File: src/rtl/pll_reset_sequencer.sv
// rtl/pll_reset_sequencer.sv - rPLL reset/lock sequencer releasing a synchronous system reset after stable lock
// Optional build macro: PLL_SEQ_FAILCNT_EN (builds the saturating fail_count register; otherwise fail_count is 0)
module pll_reset_sequencer #(
  parameter int RST_CYCLES    = 16,
  parameter int LOCK_TIMEOUT  = 65536,
  parameter int STABLE_CYCLES = 1024,
  parameter int CNT_W         = 20
) (
  input  logic       clkin,
  input  logic       reset,
  input  logic       lock,
  output logic       pll_reset,
  output logic       sys_reset,
  output logic       ready,
  output logic [7:0] fail_count
);

  typedef enum logic [1:0] {
    PLL_RST   = 2'd0,
    WAIT_LOCK = 2'd1,
    STABLE    = 2'd2,
    RUN       = 2'd3
  } state_t;

  // Terminal counts, so each state's expiry test is a single compare against the shared counter.
  localparam logic [CNT_W-1:0] RST_LAST     = CNT_W'(RST_CYCLES - 1);
  localparam logic [CNT_W-1:0] TIMEOUT_LAST = CNT_W'(LOCK_TIMEOUT - 1);
  localparam logic [CNT_W-1:0] STABLE_LAST  = CNT_W'(STABLE_CYCLES - 1);

  state_t           state;
  state_t           state_n;
  logic [CNT_W-1:0] count;
  logic [1:0]       lock_sync;
  logic             lock_s;
  logic             fail_inc;

  assign lock_s = lock_sync[1];

  // Two-flop synchronizer bringing the asynchronous PLL lock into the clkin domain.
  always_ff @(posedge clkin) begin
    if (reset) begin
      lock_sync <= 2'b00;
    end else begin
      lock_sync <= {lock_sync[0], lock};
    end
  end

  // State register and shared counter; the counter restarts from 0 on every state change.
  always_ff @(posedge clkin) begin
    if (reset) begin
      state <= PLL_RST;
      count <= '0;
    end else begin
      state <= state_n;
      if (state_n != state) begin
        count <= '0;
      end else begin
        count <= count + 1'b1;
      end
    end
  end

  // Next-state decode; lock-drop tests are placed ahead of counter expiry so they win in the same cycle.
  always_comb begin
    state_n  = state;
    fail_inc = 1'b0;
    case (state)
      PLL_RST: begin
        if (count == RST_LAST) begin
          state_n = WAIT_LOCK;
        end
      end
      WAIT_LOCK: begin
        if (lock_s) begin
          state_n = STABLE;
        end else if (count == TIMEOUT_LAST) begin
          state_n  = PLL_RST;
          fail_inc = 1'b1;
        end
      end
      STABLE: begin
        if (!lock_s) begin
          state_n = WAIT_LOCK;
        end else if (count == STABLE_LAST) begin
          state_n = RUN;
        end
      end
      RUN: begin
        if (!lock_s) begin
          state_n  = PLL_RST;
          fail_inc = 1'b1;
        end
      end
      default: begin
        state_n = PLL_RST;
      end
    endcase
  end

  // Outputs decoded from the next state so they update on the same edge as the state register.
  always_ff @(posedge clkin) begin
    if (reset) begin
      pll_reset <= 1'b1;
      sys_reset <= 1'b1;
      ready     <= 1'b0;
    end else begin
      pll_reset <= (state_n == PLL_RST);
      sys_reset <= (state_n != RUN);
      ready     <= (state_n == RUN);
    end
  end

`ifdef PLL_SEQ_FAILCNT_EN
  logic [7:0] fail_cnt_q;

  // Saturating count of lock timeouts and lock losses; only the block reset clears it.
  always_ff @(posedge clkin) begin
    if (reset) begin
      fail_cnt_q <= 8'd0;
    end else if (fail_inc && (fail_cnt_q != 8'hFF)) begin
      fail_cnt_q <= fail_cnt_q + 8'd1;
    end
  end

  assign fail_count = fail_cnt_q;
`else
  logic unused_fail_inc;

  assign unused_fail_inc = fail_inc;
  assign fail_count      = 8'd0;
`endif

endmodule

File: config.mk
export PLATFORM = sky130hd
export DESIGN_NAME = pll_reset_sequencer
export DESIGN_NICKNAME = d
export VERILOG_FILES = /design/src/rtl/pll_reset_sequencer.sv
export SDC_FILE = /design/constraint.sdc
export NUM_CORES = 1
export LEC_CHECK = 0
export ABC_CLOCK_PERIOD_IN_PS = 4750
export CORE_MARGIN = 2
export CORE_UTILIZATION = 50
export DETAILED_ROUTE_END_ITERATION = 8
export GPL_TIMING_DRIVEN = 0
export PLACE_DENSITY = 0.68
export SETUP_SLACK_MARGIN = 0.05
export SYNTH_ARGS = -nofsm -noshare
export SYNTH_HDL_FRONTEND = slang
export SYNTH_SLANG_ARGS = --single-unit
File: constraint.sdc
create_clock -name clkin -period 4.75 [get_ports clkin]
set_input_delay 0.7125 -clock clkin [delete_from_list [all_inputs] [get_ports clkin]]
set_output_delay 0.7125 -clock clkin [all_outputs]
set_load 0.05 [all_outputs]
Word level (Yosys, flattened, before mapping) --
Index checks and enable logic that the tools add are counted.
Word-level totals: flip-flop bits (word level) 27, word-level logic and storage cells 26, output and inout port bits 11, bits of input ports 3
Operators by class: reductions and logical operators 3, equality and inequality tests 9, mux-type cells 7, $add $sub $neg 1
Operators by type and width (count):
- $add 20x1->20 const B | 1
- $eq 20x10->1 const B | 1
- $eq 20x16->1 const B | 1
- $eq 20x4->1 const B | 1
- $mux 2 | 6
- $pmux 2 s4 | 1
- $eq 2x2->1 const B | 3
- $logic_not 2->1 | 2
- $eq 2x1->1 const B | 1
- $ne 2x2->1 | 1
- $ne 2x2->1 const B | 1
- $reduce_or 2->1 | 1

Depth between registers and ports, before layout --
depth in word-level cells 6, gate-level depth with buffers 7, gate-level depth less buffers 5

Worst setup path after synthesis --
No wires, ideal clock.
kind register to register, start point register count[0], end point register count[0], path buffers 2, cell stages (with the launch flop) 8, arrival time 1.677 ns, slack 2.929 ns, cell sequence dfxtp_1 > ha_1 > and4_1 > clkbuf_1 > nand4_1 > o41ai_1 > buf_2 > a211oi_1
On the way: cells in the longest elaborated chain, start to end 6, elaborated cells between the ends (all ways) 12, classes of those cells add/sub (1); eq/ne (4); mux (6); reduce/logical (1)
Ends and longest elaborated chain:
- start, declared | line 32 | logic [CNT_W-1:0] count;
- start signal, assigned | line 58 | count <= count + 1'b1;
- $eq 20x10->1 or $eq 20x16->1 (tied branches) | line 84, 76
- $mux 2, on equally long branches | line 84, 76
- $mux 2, on equally long branches | line 82, 74
- $pmux 2 s4 | line 67 | case (state)
- $ne 2x2->1 | line 55 | if (state_n != state) begin
- $reduce_or 2->1 (no source line)
Several ways; a longest one is shown, not always the timed one. A chain may end at the register's enable or synchronous reset.

Final worst setup path --
start point register count[0], end point register count[4]
Same word-level chain as after synthesis.

==> results.yml <==
detailed_routing:
  drc_errors: 0
  wl_met1_um: 1220
  drt-pass1-iter-count: 4
  postRouteAntennaNets: 0
  post_drt_wl_per_cell_um: 12.2
  dr.max_layer_used: "met4"
  via_per_inst: 5.52
  wl_met3_um: 92
  wl_met2_um: 1070
  drtIter0Drc: 19
  drt_wl_total_um: 2410
  dr_total_vias: 1092
floorplan:
  die_h_um: 56.0
  io_pins: 14
  die_w_um: 56.0
  start_util_pct: 53.6
  placementRows: 18
  design.core.area_mm2: 0.00252
  die-area_mm2: 0.00314
place:
  dp_hpwl_um: 1720
  port_buffers: 5
  gp_congestion: 0.802
setup_path:
  crit_path_max_fanout: 8
  arrival_ps: 2380
  worst_path_max_delay_cell: "o21bai_1"
  r2r_start: "count[0]"
  cp_num_buf_inv: 1
  reg2reg_slack_ps: 2560
  ff2ff_path_depth: 6
  crit_family: "compound AO/OA/AOI/OAI gates"
  crit_path_cell_trace: "ha_1, and4_1, clkbuf_1, nand4b_1, o21bai_1, a211oi_1"
  endpoint_kind: "flip-flop"
  crit_type: "flip-flop to flip-flop"
  cpPeakStageDelay_ps: 550
  critPathRequiredTime_ps: 4950
  critPathLaunch: "count[0]"
  r2r_end: "count[4]"
  cp-start-kind: "flip-flop"
sta:
  period_needed_ps: 2190
  skew_ps: 6.56
  rsz0062_at_grt: "no"
  setup_viol: 0
  tightestPinTransition_ps: 606
  drv_slew: 0
  relSlewSlack_pct: 59.5
  max_freq_ghz: 0.458
  min_period_over_period_pct: 46.0
  hold_viol: 0
  tns_ps: 0
logic_synthesis:
  ys_seq_area_share_pct: 40.0
  yosysTopAreaCellShare_pct: 40.0
  synth_edf_count: 0
  yosysUniqueCellTypes: 41
  synth_area_leaders: "dfxtp_1 40%, buf_4 5.0%, xor2_1 4.5%, a211oi_1 4.4%, nand4_1 3.2%"
  synth_area_mm2: 0.00135
  synth.largest_area_cell: "dfxtp_1"
  syn_area_per_cell_um2: 8.90
  yosys_warnings: 0
  ys_ff_latch: 27
  syn_inst: 152
  ys.flop_type: "dfxtp_1"
  async_flop_share_pct: 0
run_status:
  status: "complete, no violations"
clock_network:
  cts_resized: 0
  cts_tree: "built"
  insertion_delay_ps: 320
  clockRootBuffer: "clkbuf_4"
  clock_path_buffers: 2
  cts_setup_buffers: 0
  numClockSinks: 27
  cts.reportedPaths.clkPinSlew_ps: 140
  htree_levels: 1
  numCtsBuffers: 3
  cts_hold_buf: 0
run:
  max_cap_viol_count: 0
final_layout:
  mostFrequentLayoutCell: "dfxtp_1"
  drive_gt1_share_pct: 14.3
  syn_to_final_growth_pct: 10.4
  fillCellCount: 250
  layout_common_cells: "27 x dfxtp_1, 11 x nor2_1, 9 x buf_4"
  num_antenna_cells: 0
  final_core_util_pct: 59.2
  fin_nets: 173
min_path:
  min_from: "lock_sync[0]"
  min_path_cells: 1
  hp-class: "flip-flop to flip-flop"
  hold_end: "lock_sync[1]"
global_route:
  grt_max_degree: 15
  grt-ovfl-total: 0
  grt_pass1_vias: 1008
  grt_use_total_pct: 16.5
  antenna_found_initial: 0
  grt_pass1_wl_um: 4260
power_and_ir_drop:
  ir_drop_v: 0.000195
  power_density_mw_per_mm2: 242
  p_leak_uw: 0.000559
## power breakdown
part,switching (uW),internal (uW)
registers,2.44,230
clock network,65.1,32.8
logic,21.1,10.1
total,88.6,273
## cells in the mapped netlist, types with 2 or more instances
| cell type | n |
|---|---|
| nand2_1 | 8 |
| dfxtp_1 | 27 |
| a21oi_2 | 2 |
| o21ai_0 | 5 |
| nor3_1 | 2 |
| a211oi_1 | 8 |
| nor2b_1 | 3 |
| or4_1 | 2 |
| o211a_1 | 2 |
| a21oi_1 | 5 |
| clkbuf_1 | 3 |
| nor2_1 | 11 |
| nand4_1 | 7 |
| inv_1 | 3 |
| buf_2 | 5 |
| and4_1 | 2 |
| or3_1 | 4 |
| or2_2 | 2 |
| xor2_1 | 7 |
| buf_4 | 9 |
| nor4_1 | 3 |
| o21bai_1 | 2 |
| nand3_1 | 8 |
| xnor2_1 | 5 |
## how the worst max path moves through the flow
| stage | end | slack, ps | cells past startpoint |
|---|---|---|---|
| 2_1_floorplan | count[0] | 2930 | 7 |
| 3_3_place_gp | pll_reset | 2620 | 5 |
| 3_5_place_dp | count[3] | 2580 | 6 |
| 4_1_cts | count[3] | 2540 | 6 |
| 5_1_grt | count[7] | 2310 | 6 |
| 6_report | count[4] | 2560 | 6 |
## state kept, by name, indices dropped and copies added, names as in the netlist
name	count
pll_reset	1
sys_reset	1
ready	1
count	20
state	2
lock_sync	2
## layer usage
metal | global-route usage (%) | vias up
met3 | 2.09 | 4
met5 | 0 | -
met4 | 5.44 | 0
met2 | 27.2 | 20
li1 | - | 568
met1 | 22.2 | 500
## final cells by class
| cell class | count | area (um2) | share of cell area [%] |
|---|---|---|---|
| multi-input combinational | 112 | 723 | 48.4 |
| sequential | 27 | 541 | 36.2 |
| timing repair buffer | 5 | 50.0 | 3.35 |
| buffer | 17 | 104 | 6.96 |
| tap | 30 | 37.5 | 2.51 |
| inverter | 3 | 11.3 | 0.754 |
| clock buffer | 4 | 26.3 | 1.76 |
## through the flow
stage               total power, uW  worst slack, ps  hold WS, ps  cells  area (um2)
floorplan                       264             2930          414    159        1380
global placement                268             2620          421    194        1470
detailed placement              268             2580          435    194        1470
CTS                             365             2540          461    198        1490
global route                    377             2310          472    198        1490
finish                          361             2560          459    198        1490
## cells by family after synthesis
group / Yosys count / share of synthesized area [%]
and+or+nand+nor: 58 / 23.7
AOI/OAI and AO/OA: 33 / 18.9
DFF: 27 / 40.0
buffers and inverters: 20 / 8.51
xor gates and xnor gates: 12 / 7.77
adders and majority gates: 1 / 0.925
other: 1 / 0.277
## worst reg2reg max path, delay by kind of cell (launching register included)
| kind | cells | cell delay (ps) |
|---|---|---|
| AOI/OAI and AO/OA | 2 | 710 |
| adders and majority gates | 1 | 220 |
| buffers and inverters | 1 | 290 |
| DFF | 1 | 400 |
| and+or+nand+nor | 2 | 440 |
No activity file was read; power rests on OpenSTA's default activity.
